## src/rtl/mem_access.sv

```systemverilog
// -----------------------------------------------------------------------------
// mem_access
//
// Memory-access pipeline stage. Takes one EX result per accepted cycle and
// either passes it straight through (no memory op), flags it as misaligned,
// or runs a single-beat data-bus transaction and returns the load data,
// sign/zero-extended, for writeback.
//
// Ports
//   clk, rst                 single clock, synchronous active-high reset
//   valid_in, mem_op, addr,  EX result: op code, effective address (or
//   store_data, wb_reg_in    passthrough value), store data, dest tag
//   busy                     stall request upstream (high in BUS and DONE)
//   valid_out, result,       one-cycle completion pulse with load data or
//   wb_reg_out               passthrough value and destination tag
//   addr_err_load/store,     misaligned access flags and faulting address,
//   bad_addr                 qualified by valid_out
//   bus_req, bus_we,         data-bus request: word address, little-endian
//   bus_addr, bus_be,        byte enables, lane-replicated write data
//   bus_wdata
//   bus_ack, bus_rdata       bus completion and read word (same cycle)
// -----------------------------------------------------------------------------
module mem_access #(
    parameter int W = 32
) (
    input  logic         clk,
    input  logic         rst,
    input  logic         valid_in,
    input  logic [3:0]   mem_op,
    input  logic [W-1:0] addr,
    input  logic [W-1:0] store_data,
    input  logic [4:0]   wb_reg_in,
    output logic         busy,
    output logic         valid_out,
    output logic [W-1:0] result,
    output logic [4:0]   wb_reg_out,
    output logic         addr_err_load,
    output logic         addr_err_store,
    output logic [W-1:0] bad_addr,
    output logic         bus_req,
    output logic         bus_we,
    output logic [W-1:0] bus_addr,
    output logic [3:0]   bus_be,
    output logic [W-1:0] bus_wdata,
    input  logic         bus_ack,
    input  logic [W-1:0] bus_rdata
);

    typedef enum logic [3:0] {
        OP_NONE = 4'd0,
        OP_LB   = 4'd1,
        OP_LBU  = 4'd2,
        OP_LH   = 4'd3,
        OP_LHU  = 4'd4,
        OP_LW   = 4'd5,
        OP_SB   = 4'd6,
        OP_SH   = 4'd7,
        OP_SW   = 4'd8
    } mem_op_e;

    typedef enum logic [1:0] {
        S_IDLE,
        S_BUS,
        S_DONE
    } state_e;

    state_e       state;
    logic [3:0]   op_q;
    logic [1:0]   off_q;
    logic [4:0]   tag_q;
    logic [W-1:0] rdata_q;

    // Decode of the incoming request.
    logic         is_load;
    logic         is_store;
    logic         is_half;
    logic         is_word;
    logic         misaligned;
    logic [3:0]   be_c;
    logic [W-1:0] wdata_c;

    // NOTE: every signal written here gets a default first, so no path
    // through the case statement can leave a value unassigned (no latch).
    always_comb begin
        is_load  = 1'b0;
        is_store = 1'b0;
        is_half  = 1'b0;
        is_word  = 1'b0;
        be_c     = 4'b0000;
        wdata_c  = store_data;
        case (mem_op)
            OP_LB, OP_LBU: begin
                is_load = 1'b1;
                be_c    = 4'b0001 << addr[1:0];
            end
            OP_LH, OP_LHU: begin
                is_load = 1'b1;
                is_half = 1'b1;
                be_c    = addr[1] ? 4'b1100 : 4'b0011;
            end
            OP_LW: begin
                is_load = 1'b1;
                is_word = 1'b1;
                be_c    = 4'b1111;
            end
            OP_SB: begin
                is_store = 1'b1;
                be_c     = 4'b0001 << addr[1:0];
                wdata_c  = {(W/8){store_data[7:0]}};
            end
            OP_SH: begin
                is_store = 1'b1;
                is_half  = 1'b1;
                be_c     = addr[1] ? 4'b1100 : 4'b0011;
                wdata_c  = {(W/16){store_data[15:0]}};
            end
            OP_SW: begin
                is_store = 1'b1;
                is_word  = 1'b1;
                be_c     = 4'b1111;
            end
            default: ; // NONE and the unused codes 9-15 pass through
        endcase
        misaligned = (is_half && addr[0]) || (is_word && (addr[1:0] != 2'b00));
    end

    // Pull the addressed byte/half down to bit 0 and extend it. Stores
    // complete with a zero result.
    function automatic logic [W-1:0] load_extract(input logic [3:0]   op,
                                                  input logic [1:0]   off,
                                                  input logic [W-1:0] word);
        logic [W-1:0] sh;
        sh = word >> {off, 3'b000};
        case (op)
            OP_LB:   return {{(W-8){sh[7]}}, sh[7:0]};
            OP_LBU:  return {{(W-8){1'b0}}, sh[7:0]};
            OP_LH:   return {{(W-16){sh[15]}}, sh[15:0]};
            OP_LHU:  return {{(W-16){1'b0}}, sh[15:0]};
            OP_LW:   return word;
            default: return '0;
        endcase
    endfunction

    // NOTE: state and outputs are registers, so they use non-blocking
    // assignments; every reader sees the pre-edge value regardless of order.
    always_ff @(posedge clk) begin
        if (rst) begin
            state          <= S_IDLE;
            busy           <= 1'b0;
            valid_out      <= 1'b0;
            result         <= '0;
            wb_reg_out     <= '0;
            addr_err_load  <= 1'b0;
            addr_err_store <= 1'b0;
            bad_addr       <= '0;
            bus_req        <= 1'b0;
            bus_we         <= 1'b0;
            bus_addr       <= '0;
            bus_be         <= 4'b0000;
            bus_wdata      <= '0;
            op_q           <= '0;
            off_q          <= '0;
            tag_q          <= '0;
            rdata_q        <= '0;
        end else begin
            // Completion qualifiers are pulses; result and wb_reg_out hold
            // their last value between completions.
            valid_out      <= 1'b0;
            addr_err_load  <= 1'b0;
            addr_err_store <= 1'b0;
            bad_addr       <= '0;

            case (state)
                S_IDLE: begin
                    if (valid_in) begin
                        if (!(is_load || is_store)) begin
                            valid_out  <= 1'b1;
                            result     <= addr;
                            wb_reg_out <= wb_reg_in;
                        end else if (misaligned) begin
                            valid_out      <= 1'b1;
                            addr_err_load  <= is_load;
                            addr_err_store <= is_store;
                            bad_addr       <= addr;
                            result         <= '0;
                            wb_reg_out     <= wb_reg_in;
                        end else begin
                            op_q      <= mem_op;
                            off_q     <= addr[1:0];
                            tag_q     <= wb_reg_in;
                            bus_req   <= 1'b1;
                            bus_we    <= is_store;
                            bus_addr  <= {addr[W-1:2], 2'b00};
                            bus_be    <= be_c;
                            bus_wdata <= wdata_c;
                            busy      <= 1'b1;
                            state     <= S_BUS;
                        end
                    end
                end

                S_BUS: begin
                    // Request lines hold until the ack; no timeout.
                    if (bus_ack) begin
                        rdata_q <= bus_rdata;
                        bus_req <= 1'b0;
                        bus_we  <= 1'b0;
                        state   <= S_DONE;
                    end
                end

                S_DONE: begin
                    valid_out  <= 1'b1;
                    result     <= load_extract(op_q, off_q, rdata_q);
                    wb_reg_out <= tag_q;
                    busy       <= 1'b0;
                    state      <= S_IDLE;
                end

                default: state <= S_IDLE;
            endcase
        end
    end

endmodule

```

## config.mk

```make
export PLATFORM = sky130hd
export DESIGN_NAME = mem_access
export DESIGN_NICKNAME = d
export VERILOG_FILES = /design/src/rtl/mem_access.sv
export SDC_FILE = /design/constraint.sdc
export NUM_CORES = 1
export LEC_CHECK = 0
export CORE_ASPECT_RATIO = 1.5
export CORE_UTILIZATION = 42
export DETAILED_ROUTE_END_ITERATION = 7
export PLACE_DENSITY = 0.77
export SETUP_SLACK_MARGIN = 0.4
export SLEW_MARGIN = 25
export SYNTH_ARGS = -nofsm -noshare
export SYNTH_HDL_FRONTEND = slang
export SYNTH_SLANG_ARGS = --single-unit
```

## constraint.sdc

```tcl
create_clock -name clk -period 2 [get_ports clk]
set_input_delay 0.4 -clock clk [delete_from_list [all_inputs] [get_ports clk]]
set_output_delay 0.4 -clock clk [all_outputs]
set_load 0.05 [all_outputs]
```

==> results of run 1 <==
==> flip-flops by register name, summed over array words and instances (netlist names) <==
name,flops
addr_err_load,1
addr_err_store,1
bad_addr,32
bus_addr,30
bus_be,4
bus_req,1
bus_wdata,32
bus_we,1
busy,1
off_q,2
op_q,4
rdata_q,32
result,32
state,2
tag_q,5
valid_out,1
wb_reg_out,5
==> routing by layer <==
metal	vias up	track usage, %	wire [µm]
met5	-	0	0
met4	0	17.6	2180
met3	161	7.52	2730
met2	516	56.9	16500
met1	4061	31.2	10800
li1	3782	-	-
==> final cells by class <==
class                   instances  area, µm²  area share, %
inverters                       7       26.3          0.197
well taps                     217        272           2.04
clock buffers                  17        425           3.19
flip-flops and latches        186       3730           28.0
clock inverters                15        154           1.16
repair buffers                382       4160           31.2
multi-input cells             618       4550           34.2
==> cells by family (layout without fill, tap and decap cells) <==
family | after synthesis | in the layout | synth area share [%]
AO/OA/AOI/OAI | 246 | 247 | 21.6
XOR/XNOR | 1 | 1 | 0.113
buffers and inverters | 88 | 421 | 5.31
flip-flops | 186 | 186 | 48.0
multiplexers | 38 | 38 | 6.20
other | 1 | 2 | 0.0484
AND/OR/NAND/NOR | 330 | 330 | 18.7
==> what timing repair did <==
action	in CTS	in global routing
endpoints found under the setup margin	284	197
buffers inserted	30	10
cloned	16	5
pin swaps	89	58
resized for setup	561	206
==> Yosys cell counts (all sizes together) (7+ instances only) <==
library cell and number:
mux4 8, nand2 211, and2 32, o211ai 19, inv 7, a211oi 31
a21oi 119, dfxtp 186, nor2 50, mux2i 30, clkbuf 41, nor3 8
a221oi 16, o21ai 7, buf 40, a22oi 11, o22ai 8, a311oi 8
==> critical path, stage by stage, from the launching register on <==
cell      delay, ns
dfxtp_2        0.34
mux4_2         0.52
and4b_4        0.23
a41o_4         0.31
a221oi_2       0.21
a211oi_1       0.12
==> through the flow <==
stage	TNS, ns	instances	hold WS, ns	util (%)	setup WS (ns)
after global routing	0	1442	0.341	73.9	0.100
after global placement	-52.71	1349	0.437	60.5	-0.391
after CTS	0	1427	0.316	71.5	0.173
final	0	1442	0.346	73.9	0.125
after detailed placement	-58.65	1349	0.445	60.5	-0.438
after floorplan	0	891	0.437	-	0.0834
==> path summary, 6_finish.rpt <==
path,slack [ns],cells after the start,endpoint
worst max register to register,0.12,5,result[16]$_SDFFE_PP0P_
worst min register to register,0.46,2,busy$_SDFFE_PP0P_
worst min-delay path,0.35,2,off_q[0]$_SDFFE_PP0P_
worst max-delay path,0.12,5,result[16]$_SDFFE_PP0P_
==> power by group <==
| group | switching [µW] | leakage (µW) | total, µW | internal [µW] |
|---|---|---|---|---|
| clock network | 1640 | 0.000278 | 3400 | 1760 |
| registers | 156 | 0.00152 | 4050 | 3890 |
| logic | 1460 | 0.00322 | 2500 | 1040 |
| total | 3250 | 0.00501 | 9950 | 6690 |
==> results_dict.tcl, run 1 <==
set metrics [dict create \
    cp-start-kind "flop" \
    synthCells 890 \
    synthFlopType "dfxtp_1" \
    num_antenna_cells 0 \
    drt_first_pass_iters 7 \
    ys_ff_latch 186 \
    num-fill-cells 1190 \
    cts_hold_buffers 0 \
    syn_area_per_cell_um2 8.71 \
    placementRows 60 \
    synth-edff-count 0 \
    syn_area_mm2 0.00775 \
    vias 8520 \
    place_congestion 0.900 \
    die_w_um 113 \
    hold_viol 0 \
    fin_area_mm2 0.0133 \
    areaGrowthSynthToFinish_pct 71.8 \
    grt_max_degree 66 \
    worstPathRequired_ns 2.28 \
    yosysTopAreaCell "dfxtp_1" \
    track_usage_pct 30.8 \
    io_pins 252 \
    start_util_pct 43.0 \
    fin_crit_sh_pct 93.8 \
    ant_nets 0 \
    drt-initial-drc-count 711 \
    fin_worst_skew_ns 0.0136 \
    rsz0062_at_grt "true" \
    hpwl_um 17900 \
    max_cap_violations 0 \
    io_buffers 249 \
    placed_cell_area_mm2 0.0109 \
    mostFrequentLayoutCells "dfxtp_1 (181), nand2_1 (143), clkdlybuf4s50_1 (101), clkdlybuf4s15_2 (85), a21oi_1 (79)" \
    drc 0 \
    die_y_um 168 \
    dieArea_mm2 0.0190 \
    vdd_drop_max_mv 0.551 \
    synth_top_area_share_pct 48.0 \
    hold_start "rst" \
    synth_seq_area_share_pct 48.0 \
    hp-class "in -> reg" \
    setup_viol 0 \
    numCtsBuffers 17 \
    yosysUniqueCellTypes 60 \
    synthTopCellsByArea "dfxtp_1 (48%), nand2_1 (10%), a21oi_1 (7.6%)" \
    clk_path_buf_depth 2 \
    cp.arrival_ns 2.16 \
    fin_nets 1321 \
    cts-htree-levels 4 \
    insertion_delay_ns 0.44 \
    p_leak_uw 0.00501 \
    synth-async-reset-ratio_pct 0 \
    crit_start "off_q[0]$_SDFFE_PP0P_" \
    worst_pin_slew_ns 0.725 \
    path_clk_slew_ns 0.07 \
    status "complete, no violations" \
    power_density_mw_per_mm2 747 \
    worstPathMaxFanout 8 \
    finalMaxSlewViolations 0 \
    grt_pass1_vias 8255 \
    yosys_warnings 0 \
    antenna_found_initial 0 \
    fin_crit_ns 1.88 \
    wl_per_cell_um 22.3 \
    fin_total_pwr_uw 9950 \
    timing.rr.start "off_q[0]$_SDFFE_PP0P_" \
    worstSetupEndpointType "flop" \
    slew_headroom_pct 51.7 \
    max_freq_ghz 0.533 \
    drt-total-wl_um 32200 \
    core-area_mm2 0.0180 \
    final_common_cell "dfxtp_1" \
    cts.sinks 186 \
    overflow 0 \
    cts-root-buf "clkbuf_16" \
    viasPerCell 5.91 \
    drive_gt1_share_pct 41.5 \
    grt_pass1_wl_um 44800 \
    crit_type "reg -> reg" \
    cts_tree "done" \
]
Power figures use the tool's default switching activity.
==> inputs of run 2 (changes only) <==
--- a/config.mk
+++ b/config.mk
@@ -10,6 +10,7 @@
 export DETAILED_ROUTE_END_ITERATION = 7
 export PLACE_DENSITY = 0.77
 export SETUP_SLACK_MARGIN = 0.4
+export SKIP_LAST_GASP = 1
 export SLEW_MARGIN = 25
 export SYNTH_ARGS = -nofsm -noshare
 export SYNTH_HDL_FRONTEND = slang
==> results of run 2 <==
Final layout, timing and power as in run 1 (identical DEF).
